## config.mk

```make
export PLATFORM = sky130hd
export DESIGN_NAME = clk_period_meter
export DESIGN_NICKNAME = d
export VERILOG_FILES = /design/src/rtl/clk_period_meter.sv
export SDC_FILE = /design/constraint.sdc
export NUM_CORES = 1
export LEC_CHECK = 0
export ABC_AREA = 1
export BUFFER_PORTS_ARGS = -buffer_cell sky130_fd_sc_hd__buf_2
export CAP_MARGIN = 20
export CORE_MARGIN = 4
export CORE_UTILIZATION = 58
export DETAILED_ROUTE_END_ITERATION = 16
export GPL_TIMING_DRIVEN = 0
export HOLD_SLACK_MARGIN = 0.05
export PLACE_DENSITY = 0.79
export SLEW_MARGIN = 0
export SYNTH_ARGS = -nofsm -noshare
export SYNTH_HDL_FRONTEND = slang
export SYNTH_SLANG_ARGS = --single-unit
```

## constraint.sdc

```tcl
create_clock -name clk -period 1.8 [get_ports clk]
set_input_delay 0.18 -clock clk [delete_from_list [all_inputs] [get_ports clk]]
set_output_delay 0.18 -clock clk [all_outputs]
set_load 0.1 [all_outputs]
```

## src/rtl/clk_period_meter.sv

```systemverilog
// Measures period and high time of an asynchronous slow clock/strobe in clk cycles,
// with lock and sticky timeout flags. Define CLK_PERIOD_METER_DEGLITCH_EN for a 2-cycle input filter.
//
// state | meaning
// IDLE  | disabled; counter held at 0
// ARM   | waiting for the first rise; counter runs for timeout only
// RUN   | measuring between consecutive rises
module clk_period_meter #(
  parameter int CNT_W   = 16,
  parameter int TIMEOUT = 1000,
  parameter int LOCK_N  = 4
) (
  input  logic             clk,
  input  logic             rst,
  input  logic             en,
  input  logic             sig_in,
  output logic [CNT_W-1:0] period,
  output logic [CNT_W-1:0] high_time,
  output logic             valid,
  output logic             locked,
  output logic             timeout
);

  typedef enum logic [1:0] {
    IDLE = 2'd0,
    ARM  = 2'd1,
    RUN  = 2'd2
  } state_t;

  localparam logic [CNT_W-1:0] CNT_MAX   = '1;
  localparam logic [CNT_W-1:0] TIMEOUT_C = CNT_W'(TIMEOUT);
  localparam logic [3:0]       LOCK_C    = 4'(LOCK_N);

  state_t           state_q, state_d;
  logic             s1_q, s1_d;
  logic             s2_q, s2_d;
  logic             d_q, d_d;
  logic [CNT_W-1:0] cnt_q, cnt_d;
  logic [CNT_W-1:0] hlatch_q, hlatch_d;
  logic [CNT_W-1:0] period_q, period_d;
  logic [CNT_W-1:0] high_q, high_d;
  logic             valid_q, valid_d;
  logic             locked_q, locked_d;
  logic             timeout_q, timeout_d;
  logic [3:0]       lock_cnt_q, lock_cnt_d;
  logic             have_prev_q, have_prev_d;

  logic             lvl;
  logic             rise;
  logic             fall;
  logic             tmo_hit;
  logic [CNT_W-1:0] cnt_inc;
  logic [3:0]       lock_next;

`ifdef CLK_PERIOD_METER_DEGLITCH_EN
  logic s2h_q, s2h_d;
  logic filt_q, filt_d;

  // Filtered level follows s2 only once s2 has shown the same value on two consecutive cycles.
  always_comb begin
    s2h_d  = s2_q;
    filt_d = filt_q;
    if (s2_q == s2h_q) begin
      filt_d = s2_q;
    end
  end

  always_ff @(posedge clk or negedge rst) begin
    if (!rst) begin
      s2h_q  <= 1'b0;
      filt_q <= 1'b0;
    end else begin
      s2h_q  <= s2h_d;
      filt_q <= filt_d;
    end
  end

  assign lvl = filt_q;
`else
  assign lvl = s2_q;
`endif

  assign rise    = lvl & ~d_q;
  assign fall    = ~lvl & d_q;
  assign tmo_hit = (cnt_q >= TIMEOUT_C) && !rise;
  assign cnt_inc = (cnt_q == CNT_MAX) ? cnt_q : cnt_q + 1'b1;

  // Run length of identical periods; the first measurement after arming starts a new run.
  always_comb begin
    lock_next = 4'd1;
    if (have_prev_q && (cnt_q == period_q)) begin
      lock_next = (lock_cnt_q == LOCK_C) ? lock_cnt_q : lock_cnt_q + 4'd1;
    end
  end

  always_comb begin
    s1_d        = sig_in;
    s2_d        = s1_q;
    d_d         = lvl;
    state_d     = state_q;
    cnt_d       = cnt_q;
    hlatch_d    = hlatch_q;
    period_d    = period_q;
    high_d      = high_q;
    valid_d     = 1'b0;
    locked_d    = locked_q;
    timeout_d   = timeout_q;
    lock_cnt_d  = lock_cnt_q;
    have_prev_d = have_prev_q;

    if (!en) begin
      state_d     = IDLE;
      cnt_d       = '0;
      locked_d    = 1'b0;
      lock_cnt_d  = 4'd0;
      have_prev_d = 1'b0;
    end else begin
      case (state_q)
        IDLE: begin
          cnt_d       = '0;
          lock_cnt_d  = 4'd0;
          have_prev_d = 1'b0;
          state_d     = ARM;
        end
        ARM: begin
          if (rise) begin
            cnt_d   = {{(CNT_W-1){1'b0}}, 1'b1};
            state_d = RUN;
          end else if (tmo_hit) begin
            timeout_d   = 1'b1;
            locked_d    = 1'b0;
            lock_cnt_d  = 4'd0;
            have_prev_d = 1'b0;
            cnt_d       = '0;
          end else begin
            cnt_d = cnt_inc;
          end
        end
        RUN: begin
          cnt_d = cnt_inc;
          if (fall) begin
            hlatch_d = cnt_q;
          end
          // A rise on the timeout threshold cycle still counts as a measurement.
          if (rise) begin
            period_d    = cnt_q;
            high_d      = hlatch_q;
            valid_d     = 1'b1;
            timeout_d   = 1'b0;
            cnt_d       = {{(CNT_W-1){1'b0}}, 1'b1};
            lock_cnt_d  = lock_next;
            locked_d    = (lock_next == LOCK_C);
            have_prev_d = 1'b1;
          end else if (tmo_hit) begin
            timeout_d   = 1'b1;
            locked_d    = 1'b0;
            lock_cnt_d  = 4'd0;
            have_prev_d = 1'b0;
            cnt_d       = '0;
            state_d     = ARM;
          end
        end
        default: begin
          state_d = IDLE;
          cnt_d   = '0;
        end
      endcase
    end
  end

  always_ff @(posedge clk or negedge rst) begin
    if (!rst) begin
      state_q     <= IDLE;
      s1_q        <= 1'b0;
      s2_q        <= 1'b0;
      d_q         <= 1'b0;
      cnt_q       <= '0;
      hlatch_q    <= '0;
      period_q    <= '0;
      high_q      <= '0;
      valid_q     <= 1'b0;
      locked_q    <= 1'b0;
      timeout_q   <= 1'b0;
      lock_cnt_q  <= 4'd0;
      have_prev_q <= 1'b0;
    end else begin
      state_q     <= state_d;
      s1_q        <= s1_d;
      s2_q        <= s2_d;
      d_q         <= d_d;
      cnt_q       <= cnt_d;
      hlatch_q    <= hlatch_d;
      period_q    <= period_d;
      high_q      <= high_d;
      valid_q     <= valid_d;
      locked_q    <= locked_d;
      timeout_q   <= timeout_d;
      lock_cnt_q  <= lock_cnt_d;
      have_prev_q <= have_prev_d;
    end
  end

  assign period    = period_q;
  assign high_time = high_q;
  assign valid     = valid_q;
  assign locked    = locked_q;
  assign timeout   = timeout_q;

endmodule
```

==> results of run 1 <==
what timing repair did:
action	4_1_cts	5_1_grt
setup buffers	3	1
hold buffers	2	0
resized for setup	4	5
setup endpoints to repair	38	20
hold endpoints to repair	78	0
gates cloned	0	0
pin swaps	1	2
metal layers:
metal / routed length, microns / vias up
li1: - / 1446
met4: 127 / 0
met1: 3450 / 1355
met5: 0 / -
met2: 3700 / 84
met3: 406 / 15
synthesized netlist by cell type (all sizes together):
cell type	instances	area [sq um]
clkbuf	5	18.8
a211oi	1	7.51
a31oi	2	12.5
nor3	6	46.3
nand2	159	629
o211ai	1	7.51
nor3b	1	12.5
o211a	2	20.0
dfrtp	77	1930
xnor2	3	26.3
o22ai	3	18.8
nand4	2	12.5
nand3b	1	7.51
or3	1	6.26
xor2	3	26.3
inv	47	176
nor2	22	105
conb	1	3.75
o21ai	44	228
buf	8	60.1
nand3	16	90.1
ha	8	100
o21a	1	7.51
a21oi	7	35.0
stage by stage:
stage          utilization, %  std cells  worst slack (ns)  cell area, sq um  power (uW)
2_1_floorplan               -        426           0.00483              3610        3630
3_3_place_gp             65.3        538           -0.0632              3890        3930
3_5_place_dp             65.8        539           -0.0865              3920        3980
4_1_cts                  70.0        560            0.0132              4170        5290
5_1_grt                  70.4        561           -0.0533              4190        5520
6_report                 70.4        561             0.103              4190        5270
cell type report:
cell class              instances  area share, %
clock buffers                  11           3.37
inverters                      47           4.21
repair buffers                 44           6.33
well taps                      75           2.24
plain buffers                  13           1.97
flip-flops and latches         77           46.1
clock inverters                 5           1.40
multi-input cells             289           34.3
sequential cells by signal, indices dropped and copies added (netlist names):
signal and cells:
s1_q 1, cnt_q 16, lock_cnt_q 4, high_time 16, locked 1, valid 1
period 16, timeout 1, hlatch_q 16, state_q 2, d_q 1, have_prev_q 1
d_d 1
kinds of logic (layout without fill, tap and decap cells):
logic type / Yosys count / after routing / synth area share (%)
DFF: 77 / 77 / 53.8
buffers and inverters: 60 / 120 / 7.12
AOI/OAI and AO/OA: 61 / 61 / 9.39
xor gates and xnor gates: 6 / 6 / 1.47
other: 1 / 6 / 0.105
and+or+nand+nor: 208 / 208 / 25.4
adders and majority gates: 8 / 8 / 2.79
tightest hold or removal path, delay by kind of cell:
| family | cells | cell delay (ns) |
|---|---|---|
| buf+inv | 1 | 0.15 |
| compound gates | 2 | 0.13 |
cell usage in the layout (no fill, tap or decap), types with 7 or more instances in the layout:
cell type / n
dfrtp_1: 71
clkbuf_8: 10
inv_1: 36
nand2_1: 151
o21ai_0: 23
nand3_1: 14
inv_2: 11
a21oi_1: 7
nor2_1: 17
buf_2: 39
o21ai_1: 19
path summary, 6_finish.rpt:
check                           depth (start not counted)      endpoint  slack [ns]     start
worst max-delay path                                    7      cnt_q[7]        0.10  cnt_q[0]
worst min-delay path                                    3        locked        0.15        en
worst max register to register                          7      cnt_q[7]        0.10  cnt_q[0]
worst min register to register                          0           d_d        0.35      s1_q
max in group asynchronous                               3     period[7]        0.99       rst
min in group asynchronous                               2  high_time[9]        0.23       rst
power by group:
part | internal, uW | switching, uW
logic | 306 | 1540
clock network | 681 | 630
registers | 1950 | 153
total | 2940 | 2320
==> results by group, run 1 <==
Placed design
  – Global placement routability congestion: between 0.8 and 0.9
  – Port Buffers: 37
  – Post-DP HPWL: 5520 microns

Worst setup path
  – Req. time, crit path: 2.07 ns
  – Worst path bufs/invs: 0
  – CP Capture Type: flip-flop
  – CP delay by family, top: simple AND/OR/NAND/NOR gates
  – Critical-path maximum fanout: 5
  – WS Path Type: flip-flop to flip-flop
  – Worst path max stage delay: 0.41 ns
  – Arr. time, crit path: approximately 2.0 ns
  – Crit-path slowest cell: dfrtp_1
  – Critical path launch point type: flip-flop
  – Critical Path, Cell by Cell: ha_1 > nand3_2 > nor2_2 > nand4_1 > nand3_1 > o21ai_1 > a21oi_1

Timing
  – Clock skew: between 0.009 and 0.01 ns
  – FMAX: about 590 MHz
  – Slew Viols, Final: 0
  – Setup-failing EPs final: 0
  – Minimum hold slack: roughly 0.15 ns
  – Period minus WS final: between 1.5 and 2 ns
  – Setup TNS: 0 ns
  – Final Cycle Share: between 90% and 100%
  – Final Hold Viols: 0

Detailed routing
  – Number of routed nets with antenna violations: 0
  – Drt pass-1 iters: 4
  – Via density: 5.17
  – Remaining DRCs: 0
  – Wire length per cell: 13.7 microns
  – Vias: roughly 2,900
  – Routed wire length: 7680 microns
  – 1st-iter DRT viols: roughly 180

Clock network
  – H-tree depth: 3
  – Clk buf depth: 2
  – CTS tree: yes
  – Worst-Skew Late Latency: about 0.35 ns
  – Clock sink total: 77
  – Worst-path clk slew: 0.07 ns
  – Clk root buf: clkbuf_8
  – Num CTS Buffers: 9

Power and ir drop
  – Pleak: 0.00216 uW
  – Maximum VDD drop: between 1000 and 1500 uV
  – PD cells: around 1300 mW/mm^2

GRT
  – M1 GR Usage: 30.8%
  – Total grt overflow: 0
  – Grt met2 use: 35.2%
  – Initial antenna violation count: 0
  – GR Util All Layers: roughly 22%
  – First-pass GRT wire length: 13,100 microns
  – Met3 usage: 4.09%
  – GRT Max-Usage Layer: met2
  – Number of global-route vias before repair: 2,812
  – Largest net degree at the start of global routing: 64

Yosys
  – Unique masters post-synth: 37
  – Yosys warning count: 0
  – Register area share after synthesis: a little over half
  – Synthesized area: around 0.0036 sq mm
  – Cells after Synth: 421
  – #FFs+latches synth: 77
  – Synth Area per Inst: between 8 and 9 sq um

Layout
  – Final #Nets: roughly 500
  – Multi-input logic area: about 0.0014 sq mm
  – Inserted Diodes: 0
  – Fill cells: 477
  – Share of cells above drive strength 1: between 20% and 30%
  – Register Area: slightly below 0.002 sq mm
  – Synthesis-to-finish area growth: 16.9%

Floorplanning
  – # rows: 28
  – Die width: approximately 87 microns
  – Core ar.: between 0.005 and 0.006 sq mm
  – DIE AREA: around 0.0075 sq mm
  – Die H: slightly below 90 microns
  – I/O pins: 39
  – Starting Density: 60.2%

Job
  – Max-capacitance violation count: 0

Run status
  – Status: completed

Hold path
  – Worst min-delay path category: primary input to flip-flop
No activity file was read; power rests on OpenSTA's default activity.
==> run 2: changes to the inputs <==
--- a/config.mk
+++ b/config.mk
@@ -5,7 +5,6 @@
 export SDC_FILE = /design/constraint.sdc
 export NUM_CORES = 1
 export LEC_CHECK = 0
-export ABC_AREA = 1
 export BUFFER_PORTS_ARGS = -buffer_cell sky130_fd_sc_hd__buf_2
 export CAP_MARGIN = 20
 export CORE_MARGIN = 4
==> results by group, run 2 <==
Run status
  – Status: finished with violations
  – Failing checks: negative setup slack

Yosys
  – #FFs+latches synth: just under 80
  – Ys async rst share: between 90% and 100%
  – Cells after Synth: approximately 310
  – Most common cell in the netlist: dfrtp_1
  – Main combinational cell family by area after synthesis: simple AND/OR/NAND/NOR gates
  – Top cells by area, synth: dfrtp_1, mux2_2, nand2_1
  – Synthesized area: ~0.0034 sq mm
  – Cell taking the most area after synthesis: dfrtp_1
  – Unique masters post-synth: 39
  – Yosys warning count: 0
  – Post-synthesis compound-gate area fraction: roughly 8.6%
  – Top cells by count, synth: dfrtp_1, nand2_1, mux2_2
  – Synth Area per Inst: 10.9 sq um
  – Area fraction of the dominant cell type after synthesis: between 50% and 60%
  – Post-synthesis mux area share: 9.59%
  – Post-Synth Simple-Gate Area: 14.2%
  – Synth Area in Adders: 2.94%
  – EDFF count, synth: 0
  – Main synth FF type: dfrtp_1
  – Register area share after synthesis: 56.6%
  – Xor/xnor share of the synthesized area: 4.88%

Detailed routing
  – 1st-iter DRT viols: roughly 180
  – Remaining DRCs: 0
  – Vias: 2,559
  – Number of routed nets with antenna violations: 0
  – Routed wire length: 7290 microns
  – Wire length per cell: ~16 microns
  – Drt pass-1 iters: 4
  – Via density: between 5 and 6

Placed design
  – Global placement routability congestion: around 0.86
  – Placed Cells: around 430
  – Post-DP Area: between 0.003 and 0.004 sq mm
  – Port Buffers: 37
  – Post-DP HPWL: ~4800 microns

Clock network
  – Clock sink total: 77
  – Num CTS Buffers: 9
  – Clk root buf: clkbuf_8
  – Worst-Skew Late Latency: roughly 0.35 ns
  – Worst-path clk slew: 0.08 ns
  – Clk buf depth: 2
  – CTS tree: yes
  – H-tree depth: 3

Floorplanning
  – DIE AREA: 0.00716 sq mm
  – Core ar.: about 0.0056 sq mm
  – # rows: 27
  – Die H: ~85 microns
  – I/O pins: 39
  – Die width: approximately 85 microns
  – Starting Density: approximately three fifths

Timing
  – PnR worst setup slack: -0.284 ns
  – Final Hold Viols: 0
  – Clock skew: about 0.01 ns
  – Final Cycle Share: 116%
  – Period minus WS final: between 2 and 2.5 ns
  – Slew Viols, Final: 0
  – RSZ-0062 raised after global routing: yes
  – FMAX: around 480 MHz
  – Setup-failing EPs final: 19

GRT
  – Largest net degree at the start of global routing: 45
  – Total grt overflow: 0
  – Number of global-route vias before repair: 2,520
  – First-pass GRT wire length: 12,400 microns
  – Initial antenna violation count: 0
  – GR Util All Layers: 22.0%

Layout
  – Final #Nets: roughly 390
  – Synthesis-to-finish area growth: 24.5%
  – Finished layout cell area: 0.00424 sq mm
  – Final non-filler cell total: between 400 and 500
  – Share of cells above drive strength 1: roughly a third
  – Most frequent cells in the layout: dfrtp_1, nand2_1, buf_2
  – Commonest non-fill, non-tap cell in the layout: dfrtp_1
  – Inserted Diodes: 0

Hold path
  – Hold EP: state_q[1]
  – Worst min-delay path category: primary input to flip-flop
  – Hold Crit Depth: 3
  – HP Start: en

Power and ir drop
  – Maximum VDD drop: 1280 uV
  – Pleak: between 0.002 and 0.0025 uW
  – PD cells: ~1300 mW/mm^2

Worst setup path
  – Worst path bufs/invs: 1
  – Worst path max stage delay: about 0.53 ns
  – Critical path launch point type: flip-flop
  – Arr. time, crit path: around 2.4 ns
  – CP delay by family, top: compound AO/OA/AOI/OAI gates
  – Reg2reg setup slack: -0.28 ns
  – Req. time, crit path: roughly 2.1 ns
  – FF-to-FF Start: cnt_q[12]
  – Critical Path, Cell by Cell: or4_4 > a2111o_1 > o32ai_4 > buf_4 > a21oi_2 > o2bb2ai_1
  – CP Capture Type: flip-flop
  – R2R depth: 6
  – Crit-path slowest cell: or4_4
  – Critical-path maximum fanout: 3
  – R2r endpoint: lock_cnt_q[0]
  – WS Path Type: flip-flop to flip-flop

Job
  – Max-capacitance violation count: 0
run 2: changes by cell type after synthesis, moves of 4 or more:
cell	before	now
nand2_1	152	56
mux2_2	0	29
inv_1	37	14
o21ai_1	19	0
xnor2_1	3	19
o21ai_0	23	11
inv_2	10	0
nand3_1	14	8
a21oi_1	7	11
clkbuf_1	5	9
nand2_2	4	0
nand4_1	2	6
run 2: how the worst max path moves through the flow:
stage,start,to,cells past startpoint
5_1_grt,cnt_q[12],lock_cnt_q[0],6
3_3_place_gp,state_q[0],hlatch_q[12],6
2_1_floorplan,cnt_q[12],lock_cnt_q[3],5
4_1_cts,cnt_q[12],state_q[0],6
3_5_place_dp,state_q[0],period[13],8
6_report,cnt_q[12],lock_cnt_q[0],6
run 2: cell type report:
class                   count  area [sq um]
plain buffers              11          65.1
clock buffers              13           159
clock inverters             3          67.6
fillers                   387          1370
inverters                  14          52.6
multi-input cells         215          1540
flip-flops and latches     77          1940
well taps                  72          90.1
repair buffers             51           325
run 2: report_power, final:
group | leakage [uW] | switching (uW) | internal [uW]
logic | 0.000897 | 1470 | 494
clock network | 0.000110 | 619 | 858
registers | 0.00102 | 161 | 1960
run 2: cells by family (layout without fill, tap and decap cells):
group,Yosys count,count (layout)
buffers and inverters,27,92
other,1,6
adders and majority gates,8,8
AOI/OAI and AO/OA,45,45
and+or+nand+nor,108,108
DFF,77,77
muxes,29,29
xor gates and xnor gates,19,19
run 2: repair_timing:
item	4_1_cts	5_1_grt
pin swaps	6	8
resized for setup	22	22
hold endpoints to repair	34	0
setup buffers	6	5
hold buffers	2	0
setup endpoints to repair	51	48
run 2: metrics by stage:
step / setup slack [ns] / utilization (%) / TNS (ns) / hold slack (ns) / total power, uW
global placement: -0.434 / 66.7 / -12.09 / 0.293 / 3900
floorplan: -0.0885 / - / -0.466 / -0.116 / 3610
global route: -0.345 / 75.6 / -4.65 / 0.212 / 5820
finish: -0.284 / 75.6 / -3.24 / 0.169 / 5560
CTS: -0.300 / 73.9 / -4.22 / 0.156 / 5530
detailed placement: -0.447 / 67.1 / -13.38 / 0.156 / 3950
run 2: per-layer routing:
metal | global-route usage (%) | part of all wire, %
met5 | 0 | 0
met3 | 6.28 | 5.3
met2 | 34.2 | 48
met4 | 7.48 | 2.2
met1 | 29.9 | 45
run 2: worst register-to-register path: stages, from the launching register on:
cell and delay, ns:
dfrtp_1 0.40, or4_4 0.53, a2111o_1 0.43, o32ai_4 0.32
buf_4 0.18, a21oi_2 0.03, o2bb2ai_1 0.13
